[src/rtl/fifo_rd_ctrl.sv]
// Read-side pointer and status controller for the dual-clock FIFO.
// Synchronizes the write Gray pointer and produces the read pointers, status flags and the RAM read address.
module fifo_rd_ctrl #(
   parameter int unsigned ADDR_WIDTH  = 4,
   parameter int unsigned SYNC_STAGES = 2,
   parameter int unsigned AE_THRESH   = 2
) (
   input  logic                  clk,
   input  logic                  rst,
   input  logic                  rd_en,
   input  logic [ADDR_WIDTH:0]   wr_gray_async,
   output logic [ADDR_WIDTH-1:0] rd_addr,
   output logic [ADDR_WIDTH:0]   rd_bin,
   output logic [ADDR_WIDTH:0]   rd_gray,
   output logic                  empty,
   output logic                  almost_empty,
   output logic [ADDR_WIDTH:0]   rd_level,
   output logic                  rd_valid,
   output logic                  underflow
);

   localparam int unsigned PW = ADDR_WIDTH + 1;

   logic [SYNC_STAGES-1:0][PW-1:0] r_sync;
   logic [PW-1:0] r_rd_bin;
   logic [PW-1:0] r_rd_gray;
   logic [PW-1:0] r_rd_level;
   logic          r_empty;
   logic          r_almost_empty;
   logic          r_rd_valid;
   logic          r_underflow;

   logic [PW-1:0] w_wr_gray_sync;
   logic [PW-1:0] w_wr_bin_sync;
   logic [PW-1:0] w_rd_bin_next;
   logic [PW-1:0] w_rd_gray_next;
   logic [PW-1:0] w_level_next;
   logic          w_rd_fire;

   function automatic logic [PW-1:0] gray2bin(input logic [PW-1:0] g);
      logic [PW-1:0] b;
      b[PW-1] = g[PW-1];
      for (int i = int'(PW) - 2; i >= 0; i--) begin
         b[i] = b[i+1] ^ g[i];
      end
      return b;
   endfunction

   // Plain flop chain into the read domain; stage 0 is the only flop seeing the async input
   always_ff @(posedge clk or posedge rst) begin
      if (rst) begin
         r_sync <= '0;
      end else begin
         r_sync[0] <= wr_gray_async;
         for (int unsigned i = 1; i < SYNC_STAGES; i++) begin
            r_sync[i] <= r_sync[i-1];
         end
      end
   end

   assign w_wr_gray_sync = r_sync[SYNC_STAGES-1];
   assign w_wr_bin_sync  = gray2bin(w_wr_gray_sync);
   assign w_rd_fire      = rd_en & ~r_empty;
   assign w_rd_bin_next  = r_rd_bin + PW'(w_rd_fire);
   assign w_rd_gray_next = w_rd_bin_next ^ (w_rd_bin_next >> 1);
   assign w_level_next   = w_wr_bin_sync - w_rd_bin_next;

   // Pointer and status registers; status uses the lagging synced write pointer so it is never optimistic
   always_ff @(posedge clk or posedge rst) begin
      if (rst) begin
         r_rd_bin       <= '0;
         r_rd_gray      <= '0;
         r_rd_level     <= '0;
         r_empty        <= 1'b1;
         r_almost_empty <= 1'b1;
         r_rd_valid     <= 1'b0;
         r_underflow    <= 1'b0;
      end else begin
         r_rd_bin       <= w_rd_bin_next;
         r_rd_gray      <= w_rd_gray_next;
         r_rd_level     <= w_level_next;
         r_empty        <= (w_rd_gray_next == w_wr_gray_sync);
         r_almost_empty <= (w_level_next <= PW'(AE_THRESH));
         r_rd_valid     <= w_rd_fire;
         r_underflow    <= rd_en & r_empty;
      end
   end

   assign rd_addr      = r_rd_bin[ADDR_WIDTH-1:0];
   assign rd_bin       = r_rd_bin;
   assign rd_gray      = r_rd_gray;
   assign empty        = r_empty;
   assign almost_empty = r_almost_empty;
   assign rd_level     = r_rd_level;
   assign rd_valid     = r_rd_valid;
   assign underflow    = r_underflow;

endmodule

[config.mk]
export PLATFORM = sky130hd
export DESIGN_NAME = fifo_rd_ctrl
export DESIGN_NICKNAME = d
export VERILOG_FILES = /design/src/rtl/fifo_rd_ctrl.sv
export SDC_FILE = /design/constraint.sdc
export NUM_CORES = 1
export LEC_CHECK = 0
export CAP_MARGIN = 5
export CORE_UTILIZATION = 40
export DETAILED_ROUTE_END_ITERATION = 12
export PLACE_DENSITY = 0.67
export SYNTH_ARGS = -nofsm -noshare
export SYNTH_HDL_FRONTEND = slang
export SYNTH_SLANG_ARGS = --single-unit
[constraint.sdc]
create_clock -name clk -period 6.1 [get_ports clk]
set_input_delay 1.22 -clock clk [delete_from_list [all_inputs] [get_ports clk]]
set_output_delay 1.22 -clock clk [all_outputs]
set_load 0.05 [all_outputs]
==> Word-level counts from Yosys, hierarchy flattened <==
Index checks and enable logic that the tools add are counted.
{ "totals": {"register_bits": 29, "out_inout_bits": 23} }
{ "classes": {"add_sub_neg": 2, "eq_ne": 1, "order_cmp": 1, "bitwise": 8} }
{ "op_table": {"columns": ["op", "n"], "rows": [
  ["adder 5 x 1 -> 5 bit", 1],
  ["== test 5 bit", 1],
  ["<= comparator 5 x 2 -> 1 bit (second input constant)", 1],
  ["subtractor 5 bit", 1],
  ["bitwise XOR 5 x 4 -> 5 bit", 1],
  ["bitwise XOR 1 bit", 4],
  ["AND 1 bit", 2],
  ["NOT 1 bit", 1]
]} }

==> Longest topological paths before layout <==
{ "depth": {"word_depth": 6, "mapped_depth": 9, "ltp_nobuf": 9} }

==> Worst setup path after synthesis <==
OpenSTA, ideal clock, no wires.
{ "synth_timing": {"path_kind": "input to register", "from": "input port rd_en", "to": "register r_almost_empty, in the netlist almost_empty", "slack_ns": 2.924, "path_buffers": 0, "t_arrival_ns": 3.071, "stages": 9, "setup_time_ns": 0.105, "cell_sequence": "nor2b_1 ha_1 nand3_1 xor2_1 ha_1 a21o_1 a31oi_1 xnor2_1 a2111oi_2"} }
{ "synth_between": {"elab_chain_cells": 4} }
{ "synth_lines": {"columns": ["item", "line", "source"], "rows": [
  ["start, declared", "10", "input logic rd_en,"],
  ["AND 1 bit", "63", "assign w_rd_fire = rd_en & ~r_empty;"],
  ["adder 5 x 1 -> 5 bit", "64", "assign w_rd_bin_next = r_rd_bin + PW'(w_rd_fire);"],
  ["subtractor 5 bit", "66", "assign w_level_next = w_wr_bin_sync - w_rd_bin_next;"],
  ["via w_level_next[4]", "37", "logic [PW-1:0] w_level_next;"],
  ["<= comparator 5 x 2 -> 1 bit", "83", "r_almost_empty <= (w_level_next <= PW'(AE_THRESH));"],
  ["end signal, assigned", "83", null],
  ["end, declared", "29", "logic r_almost_empty;"]
]} }
The timed path passes the listed nets, and every way through them passes these cells.

==> Worst setup path in the final report <==
{ "layout_timing": {"from": "input port rd_en", "to": "register r_almost_empty, in the netlist almost_empty"} }
{ "layout_between": {"elab_chain_cells": 4} }
{ "layout_lines": {"columns": ["item", "line", "source"], "rows": [
  ["AND 1 bit", "63", null],
  ["via w_rd_fire", "38", "logic w_rd_fire;"],
  ["adder 5 x 1 -> 5 bit", "64", null],
  ["subtractor 5 bit", "66", null],
  ["via w_level_next[4]", "37", null],
  ["<= comparator 5 x 2 -> 1 bit", "83", null]
]} }
The timed path passes the listed nets, and every way through them passes these cells.

==> run metrics <==
outcome complete, but fails checks; violated checks DRC; Initial Util 43.3%; clk buf depth 2; hold bufs inserted after CTS 0; post-CTS setup repair buffer count 0; Via density 4.75; initial antenna violation count 0; Critical Path Fanout Max 5; routed length per instance 12.2 um; vias 693; FF-to-FF setup slack 3.29 ns; clk_lat worst skew 0.32 ns; commonest non-fill, non-tap cells in the layout clkdlybuf4s50_1, dfrtp_1, xnor2_1; first-pass GRT wire length 3.10 mm; fin. max-slew vios 0; area added between synthesis and finish 27.2%; RSZ-0062 raised after global routing false; GRT overflow 0; num rows 19; clock sinks 28; Synth area leader dfrtp_1; Post-Syn Area 1210 um2; slew margin rel. 32.5%; fraction of layout instances using a drive strength above 1 6.96%; Clock transition at path regs 0.14 ns; CP Launch Type input port; FILL cells 246; CTS Root Cell clkbuf_4; drt drc 9; ranking of synthesized cells by area dfrtp_1, xnor2_1, ha_1; period utilization 57.4%; die area 3260 um2; ant diodes 0; Tot GR Track Use 12.8%; worst hold path type flip-flop to flip-flop; Worst Path Arrival 3.74 ns; Reg2Reg Depth 9; yosys warns 0; Iteration-0 DRC Markers 15; Final min period 3.50 ns; Final TNS setup 0 ns; hold path cells 0; fin util 55.1%; critical path data required time 6.34 ns; chip width 57.1 um; Setup-failing EPs final 0; Num CTS Buffers 3; sequential area share after synthesis 57.9%; worst-margin pin slew 1.01 ns; synthesized area per cell 13.8 um2; pin count of the biggest net entering global routing 29; final WL 1.78 mm; CTS tree built; post-DP HPWL 1.34 mm; core footprint 2810 um2; layout net count 131; Peak Freq 286 MHz; number of global-route vias before repair 682; post-synthesis net count 103; H-tree depth 1; # Max-Cap Violations 0; commonest non-fill, non-tap cell in the layout clkdlybuf4s50_1; Cell variety after synth 23; Synth Instances 88; Final GP Congestion 0.743; critical path type input port to flip-flop; Post-DRT Antenna Nets 0; I/O pins 31; drt pass-1 iters 9; register bit count reported by yosys 28; Final Hold Vio Count 0; CP endpoint kind flip-flop; Post-Route Skew 0.00438 ns; Chip Height 57.1 um; post-synth top area share 53.6%; buffers added on ports 30; CTS resizes 0
[routing by layer]
metal,share of wire (%),routed length [um],global-route usage (%)
met5,0,0,0
met4,2.5,44,7.32
met3,4.5,80,2.04
met2,50,884,21.5
met1,43,769,15.8
[flip-flops by register name, summed over array words and instances, names as in the netlist]
register        count
w_wr_gray_sync      5
rd_level            5
almost_empty        1
empty               1
rd_valid            1
r_sync              5
rd_gray             4
underflow           1
rd_bin              5
[layout make-up]
cell class | instances | area [um2] | share of cell area (%)
Inverter | 7 | 26.3 | 1.70
Sequential cell | 28 | 703 | 45.5
Timing Repair Buffer | 30 | 300 | 19.4
Clock buffer | 4 | 36.3 | 2.35
Tap cell | 31 | 38.8 | 2.51
Multi-Input combinational cell | 46 | 440 | 28.5
[worst paths after layout]
| check | to | startpoint |
|---|---|---|
| worst min-delay path | w_wr_gray_sync[3] | r_sync[3] |
| min in group asynchronous | r_sync[0] | rst |
| worst max-delay path | almost_empty | rd_en |
| worst min register to register | w_wr_gray_sync[3] | r_sync[3] |
| worst max register to register | almost_empty | w_wr_gray_sync[4] |
| max in group asynchronous | rd_bin[0] | rst |
[logic make-up (layout without fill, tap and decap cells)]
logic type	after synthesis	in the layout	share of synthesized area, %
compound gates	7	7	4.53
buf+inv	14	41	5.87
simple gates	9	9	4.74
xor+xnor	23	23	19.2
flops	28	28	57.9
fa+ha+maj	7	7	7.83
[metrics by stage]
stage               setup WS, ns  cells  hold slack, ns  instance area (um2)
detailed placement          2.27    142           0.337                 1510
finish                      2.60    146           0.365                 1550
global placement            2.30    142           0.333                 1510
global route                2.45    146           0.372                 1550
CTS                         2.60    146           0.371                 1550
floorplan                   2.92     88           0.331                 1210
[synthesized netlist by cell type]
master and n:
xnor2_1 15, clkbuf_1 2, xor3_1 1, buf_4 5, inv_1 7, and2_1 1, dfrtp_1 26, nor2b_1 2
ha_1 6, dfstp_2 2, a311oi_1 1, a2111oi_2 1, nand2_1 1, xor2_1 6, xor3_2 1, a31oi_1 1
a21o_1 2, and3b_1 1, nand4_1 1, fa_1 1, a21oi_1 2, nand3_1 2, and4b_1 1
[critical path, stage by stage]
cell	delay (ns)
clkdlybuf4s50_1	0.47
nor2b_1	0.22
ha_1	0.31
nand3_1	0.12
xor2_1	0.27
ha_1	0.32
a21o_1	0.19
a31oi_1	0.17
xnor2_1	0.12
a2111oi_2	0.33
Power is left out: the tool's default activity adds up to more than one toggle a clock period on the data nets, which glitch-free logic cannot reach.
